### src/rtl/sprite_renderer.sv
// sprite_renderer: walks a SPR_W x SPR_H window and streams sprite or background pixels to a VGA adapter
// Ports:
//    clock_i, reset_i              single clock, synchronous active-high reset
//    draw_char_i, draw_bg_i        one-cycle start pulses (BG wins if both arrive together)
//    x_i, y_i                      window top-left, latched on an accepted start
//    rom_addr_o, rd_x_o, rd_y_o    memory addresses, valid only while scanning, else 0
//    sprite_colour_i, bg_colour_i  memory read data, one cycle after the address
//    vga_x_o, vga_y_o, colour_o    registered pixel, held while plot_o is low
//    plot_o                        pixel write strobe
//    done_char_o, done_bg_o        one-cycle completion pulse for the active mode
//    busy_o                        high whenever not idle
module sprite_renderer #(
   parameter int         SPR_W       = 8,
   parameter int         SPR_H       = 8,
   parameter int         SCR_W       = 320,
   parameter int         SCR_H       = 240,
   parameter logic [2:0] TRANSPARENT = 3'b000
) (
   input  logic                             clock_i,
   input  logic                             reset_i,
   input  logic                             draw_char_i,
   input  logic                             draw_bg_i,
   input  logic [8:0]                       x_i,
   input  logic [7:0]                       y_i,
   output logic [$clog2(SPR_W*SPR_H)-1:0]   rom_addr_o,
   output logic [8:0]                       rd_x_o,
   output logic [7:0]                       rd_y_o,
   input  logic [2:0]                       sprite_colour_i,
   input  logic [2:0]                       bg_colour_i,
   output logic [8:0]                       vga_x_o,
   output logic [7:0]                       vga_y_o,
   output logic [2:0]                       colour_o,
   output logic                             plot_o,
   output logic                             done_char_o,
   output logic                             done_bg_o,
   output logic                             busy_o
);
   localparam int AW = $clog2(SPR_W*SPR_H);
   localparam int CW = SPR_W > 1 ? $clog2(SPR_W) : 1;
   localparam int RW = SPR_H > 1 ? $clog2(SPR_H) : 1;

   typedef enum logic [1:0] {IDLE, SCAN, DRAIN, DONE} state_t;

   state_t        state_q, state_d;
   logic [CW-1:0] col_q, col_d;
   logic [RW-1:0] row_q, row_d;
   logic [8:0]    x0_q, x0_d;
   logic [7:0]    y0_q, y0_d;
   logic          bg_q, bg_d;
   logic          drn_q, drn_d;
   logic          last_col, last_row, scan;
   logic [9:0]    sum_x;
   logic [8:0]    sum_y;
   logic          in_b;
   logic          s1_v_q, s1_in_q;
   logic [8:0]    s1_x_q;
   logic [7:0]    s1_y_q;
   logic          plot_d;
   logic [2:0]    pix_colour;

   always_comb begin
      state_d  = state_q;
      col_d    = col_q;
      row_d    = row_q;
      x0_d     = x0_q;
      y0_d     = y0_q;
      bg_d     = bg_q;
      drn_d    = drn_q;
      last_col = col_q == CW'(SPR_W - 1);
      last_row = row_q == RW'(SPR_H - 1);
      case (state_q)
         IDLE: if (draw_bg_i || draw_char_i) begin
            state_d = SCAN;
            x0_d    = x_i;
            y0_d    = y_i;
            bg_d    = draw_bg_i;
            col_d   = '0;
            row_d   = '0;
         end
         SCAN: begin
            col_d = last_col ? '0 : col_q + 1'b1;
            row_d = last_col ? (last_row ? '0 : row_q + 1'b1) : row_q;
            drn_d = 1'b0;
            state_d = (last_col && last_row) ? DRAIN : SCAN;
         end
         DRAIN: begin
            drn_d   = 1'b1;
            state_d = drn_q ? DONE : DRAIN;
         end
         default: state_d = IDLE;
      endcase
   end

   always_ff @(posedge clock_i) begin
      if (reset_i) begin
         state_q <= IDLE;
         col_q   <= '0;
         row_q   <= '0;
         x0_q    <= '0;
         y0_q    <= '0;
         bg_q    <= 1'b0;
         drn_q   <= 1'b0;
      end else begin
         state_q <= state_d;
         col_q   <= col_d;
         row_q   <= row_d;
         x0_q    <= x0_d;
         y0_q    <= y0_d;
         bg_q    <= bg_d;
         drn_q   <= drn_d;
      end
   end

   // Bounds are judged on the unextended sums so off-screen pixels never wrap back on.
   assign scan       = state_q == SCAN;
   assign sum_x      = 10'(x0_q) + 10'(col_q);
   assign sum_y      = 9'(y0_q) + 9'(row_q);
   assign in_b       = (sum_x < 10'(SCR_W)) && (sum_y < 9'(SCR_H));
   assign rom_addr_o = scan ? AW'(int'(row_q) * SPR_W + int'(col_q)) : '0;
   assign rd_x_o     = scan ? sum_x[8:0] : '0;
   assign rd_y_o     = scan ? sum_y[7:0] : '0;

   // Stage 1 travels alongside the memory read; stage 2 qualifies with the returned colour.
   assign pix_colour = bg_q ? bg_colour_i : sprite_colour_i;
   assign plot_d     = s1_v_q && s1_in_q && (bg_q || sprite_colour_i != TRANSPARENT);

   always_ff @(posedge clock_i) begin
      if (reset_i) begin
         s1_v_q   <= 1'b0;
         s1_in_q  <= 1'b0;
         s1_x_q   <= '0;
         s1_y_q   <= '0;
         plot_o   <= 1'b0;
         vga_x_o  <= '0;
         vga_y_o  <= '0;
         colour_o <= '0;
      end else begin
         s1_v_q   <= scan;
         s1_in_q  <= in_b;
         s1_x_q   <= sum_x[8:0];
         s1_y_q   <= sum_y[7:0];
         plot_o   <= plot_d;
         vga_x_o  <= plot_d ? s1_x_q : vga_x_o;
         vga_y_o  <= plot_d ? s1_y_q : vga_y_o;
         colour_o <= plot_d ? pix_colour : colour_o;
      end
   end

   assign busy_o      = state_q != IDLE;
   assign done_bg_o   = state_q == DONE && bg_q;
   assign done_char_o = state_q == DONE && !bg_q;
endmodule

### config.mk
export PLATFORM = sky130hd
export DESIGN_NAME = sprite_renderer
export DESIGN_NICKNAME = d
export VERILOG_FILES = /design/src/rtl/sprite_renderer.sv
export SDC_FILE = /design/constraint.sdc
export NUM_CORES = 1
export LEC_CHECK = 0
export ABC_AREA = 1
export BUFFER_PORTS_ARGS = -buffer_cell sky130_fd_sc_hd__buf_2
export CORE_AREA = 2 2 83 85
export CTS_CLUSTER_SIZE = 12
export DETAILED_ROUTE_END_ITERATION = 6
export DIE_AREA = 0 0 85 87
export GPL_TIMING_DRIVEN = 0
export PLACE_DENSITY = 0.75
export SYNTH_ARGS = -nofsm -noshare
export SYNTH_HDL_FRONTEND = slang
export SYNTH_SLANG_ARGS = --single-unit
### constraint.sdc
create_clock -name clock_i -period 1.5 [get_ports clock_i]
set_input_delay 0.225 -clock clock_i [delete_from_list [all_inputs] [get_ports clock_i]]
set_output_delay 0.225 -clock clock_i [all_outputs]
set_load 0.005 [all_outputs]
==> results by group <==
Floorplanning
  – Io pins: 74
  – Die Ht: 87 µm
  – Rows: 30
  – Core area: 6569 µm²
  – Die W: 85 µm
  – Starting Density: 46.00%
  – Die area: 7395 µm²

Synthesis
  – Post-Syn Instances: 407
  – Post-synthesis compound-gate area fraction: 11.88%
  – Async set-or-reset flop fraction in the synthesized netlist: 0%
  – Synthesized net count: 450
  – Area share of the largest cell type after synthesis: 44.39%
  – Xor/xnor share of the synthesized area: 1.739%
  – Adder-cell share of the synthesized area: 7.122%
  – Synth area leader: dfxtp_1
  – Post-synthesis sequential area ratio: 44.39%
  – Synth warn: 0
  – Top cells by area, synth: dfxtp_1 44%, nor2_1 13%, o21ai_0 7.5%
  – Most frequent cells after synthesis: 102 x nor2_1, 67 x dfxtp_1, 52 x nand2_1
  – Top-count cell post-synth: nor2_1
  – Number of flops mapped to enable cells by yosys: 0
  – Count of cell types in the netlist: 34
  – Register bit total from synthesis: 67
  – Mux share of post-synthesis cell area: 0%
  – Synth Flop Type: dfxtp_1
  – Mapped cell area: 3022 µm²
  – Simple-gate share of the synthesized area: 25.96%
  – Largest family of logic cells by synthesized area: simple AND/OR/NAND/NOR gates
  – Syn Area/Cell: 7.424 µm²

Global routing
  – Initial antenna violation count: 0
  – First-pass GRT wire length: 12,280 µm
  – Vias in the first global route: 2,814
  – Grt ovf: 0
  – Gr usage total: 21.08%
  – Pin count of the biggest net entering global routing: 12

Clocking
  – CTS Root Cell: clkbuf_8
  – Clk buf depth: 2
  – Clock transition at the registers of the reported paths: 0.07 ns
  – H-Tree Depth: 3
  – CTS Sinks: 67
  – TritonCTS clock tree: done
  – Num CTS Buffers: 9
  – Insertion delay to the later sink of the worst-skew pair: 0.34 ns

STA
  – Fin Clk Skew: 0.004720 ns
  – Final hold vios: 0
  – Setup WS post-layout: -0.6283 ns
  – Slew @ Worst Pin: 0.5534 ns
  – Fin. max-slew vios: 0
  – RSZ-0062 raised after global routing: true
  – FMAX: 469.9 MHz
  – Setup TNS: -8.738 ns
  – Fin crit share: 141.9%
  – Post-layout minimum cycle time: 2.128 ns
  – Setup-failing EPs final: 30
  – Slew headroom: 63.11%

Routing
  – Detail Route Antenna Nets: 0
  – First drt pass iteration count: 5
  – Via/cell ratio: 5.051
  – DRC viols: 0
  – Via Count: 3,091
  – Wirelength per Cell: 14.05 µm
  – Detailed Route WL: 8597 µm
  – First DRT Iteration DRCs: 168

Setup path
  – CP max stage delay: 0.36 ns
  – Critical path cell sequence: ha_4 > fa_2 > nand2_2 > nand2_4 > nand2_4 > o21ai_2 > nand2_2 > inv_2 > nor2_2 > buf_2
  – Slowest cell on the critical path: dfxtp_4
  – Worst Path Class, Setup: reg2out
  – CP Launch Type: flip-flop
  – CP required: 1.27 ns
  – Setup crit end kind: output pin
  – CP delay by family, top: adder cells
  – Worst-path fanout max: 4
  – Crit path buf inv count: 2
  – CP Data Arrival Time: 1.90 ns

Placed design
  – Placed insts: 560
  – Placement Cell Area: 3513 µm²
  – Buffers on Ports: 73
  – Placed wire-length estimate: 5263 µm
  – Routability cong.: 0.8881

Cells and area
  – Layout cell share with drive strength beyond 1: 43.61%
  – Finished Layout Cells: 612
  – Area Overhead vs Synth: 47.16%
  – Final Core Density: 67.70%
  – Post-layout nets: 570
  – Design Area, Final: 4447 µm²
  – Antenna diode count: 0

Power
  – Leakage: 2.192 nW
  – Max VDD drop: 0.0005828 V
  – Logic pwr share: 22.5%
  – Pwr per Cell Area: 1061 nW/µm²
  – Cell-internal power: 0.003360 W
  – Clk network pwr share: 34.0%
  – Psw: 0.001359 W
  – Sw frac: 28.80%
  – Sequential share of power: 43.5%

Worst hold path
  – Hold Path Class: in2reg

Job
  – Max Cap Viol: 0

Status
  – Status: finished with violations
  – Failing checks: negative setup slack
## cells by family (layout without fill, tap and decap cells)
family,Yosys count,after routing
simple gates,188,188
flops,67,67
compound gates,66,67
buf+inv,64,188
fa+ha+maj,16,16
xor+xnor,6,6
## placed cells by master (no fill, tap or decap), types with 3 or more instances in the layout
master and count:
nor2_1 93, clkbuf_1 7, nand2_4 8, dfxtp_1 54, nand2_1 22, dfxtp_4 7
nand2_2 25, nand3_4 3, clkbuf_8 9, buf_2 73, nand3_1 13, nand3_2 7
o21ai_0 43, buf_4 26, ha_1 6, dfxtp_2 6, ha_4 7, inv_2 7
inv_1 38, xnor2_2 4, buf_6 17, clkinv_2 3, nor2_2 10, a21oi_1 14
## metal layers
| layer | vias up | wire length, µm | global-route usage [%] | share of wire (%) |
|---|---|---|---|---|
| met1 | 1409 | 3410 | 23.43 | 40 |
| met5 | - | 0 | 0 | 0 |
| met2 | 121 | 4416 | 38.99 | 51 |
| met4 | 0 | 252 | 10.68 | 2.9 |
| met3 | 32 | 517 | 3.128 | 6.0 |
| li1 | 1529 | - | - | - |
## power by group through the flow
stage,Clock [W],Sequential (W),Combinational (W)
global route,0.00171,0.00207,0.00115
CTS,0.00161,0.00204,0.000878
floorplan,0,0.00205,0.000484
detailed placement,0,0.00207,0.000721
finish,0.00161,0.00205,0.00106
global placement,0,0.00207,0.000704
## cell type report
cell class                 count  area (µm²)
buffer                        15       115.1
clock buffer                  11       131.4
clock inverter                 5       77.57
fill                         493        2122
inverter                      48       188.9
multi-input combinational    277        1769
sequential                    67        1375
tap                           80       100.1
timing repair buffer         109       689.4
## worst min-delay path, stage by stage
cell and delay [ns]:
buf_2 0.07, o21ai_0 0.07, nor2_1 0.07
## sequential cells by signal, indices dropped and copies added (netlist names)
name      count
bg_q          1
col_q         3
colour_o      3
drn_q         1
plot_o        1
row_q         3
s1_in_q       1
s1_v_q        1
s1_x_q        9
s1_y_q        8
state_q       2
vga_x_o       9
vga_y_o       8
x0_q          9
y0_q          8
## metrics by stage
step / hold WS [ns] / setup WS [ns] / total power, W
finish: 0.1393 / -0.6283 / 0.004719
global route: 0.1430 / -0.6834 / 0.004933
CTS: 0.1330 / -0.5611 / 0.004530
detailed placement: 0.4622 / -0.3415 / 0.002793
global placement: 0.4585 / -0.3250 / 0.002769
floorplan: 0.2874 / -0.05287 / 0.002539
## timing repair
action | 4_1_cts | 5_1_grt
hold buffers | 0 | 0
endpoints found under the hold margin | 0 | 0
endpoints found under the setup margin | 43 | 48
pin swaps | 15 | 22
gates cloned | 0 | 2
resized for setup | 63 | 66
buffers inserted | 21 | 16
## path summary, 6_finish.rpt
path	startpoint	end	slack, ns	cells after the start
worst max-delay path	col_q[0]$_SDFFE_PP0P_	rd_x_o[8]	-0.63	10
worst min-delay path	x_i[5]	x0_q[5]$_SDFFE_PP0P_	0.14	3
worst max register to register	x0_q[0]$_SDFFE_PP0P_	s1_in_q$_SDFF_PP0_	-0.52	15
worst min register to register	vga_y_o[6]$_SDFFE_PP0P_	vga_y_o[6]$_SDFFE_PP0P_	0.48	2
Power figures use the tool's default switching activity.
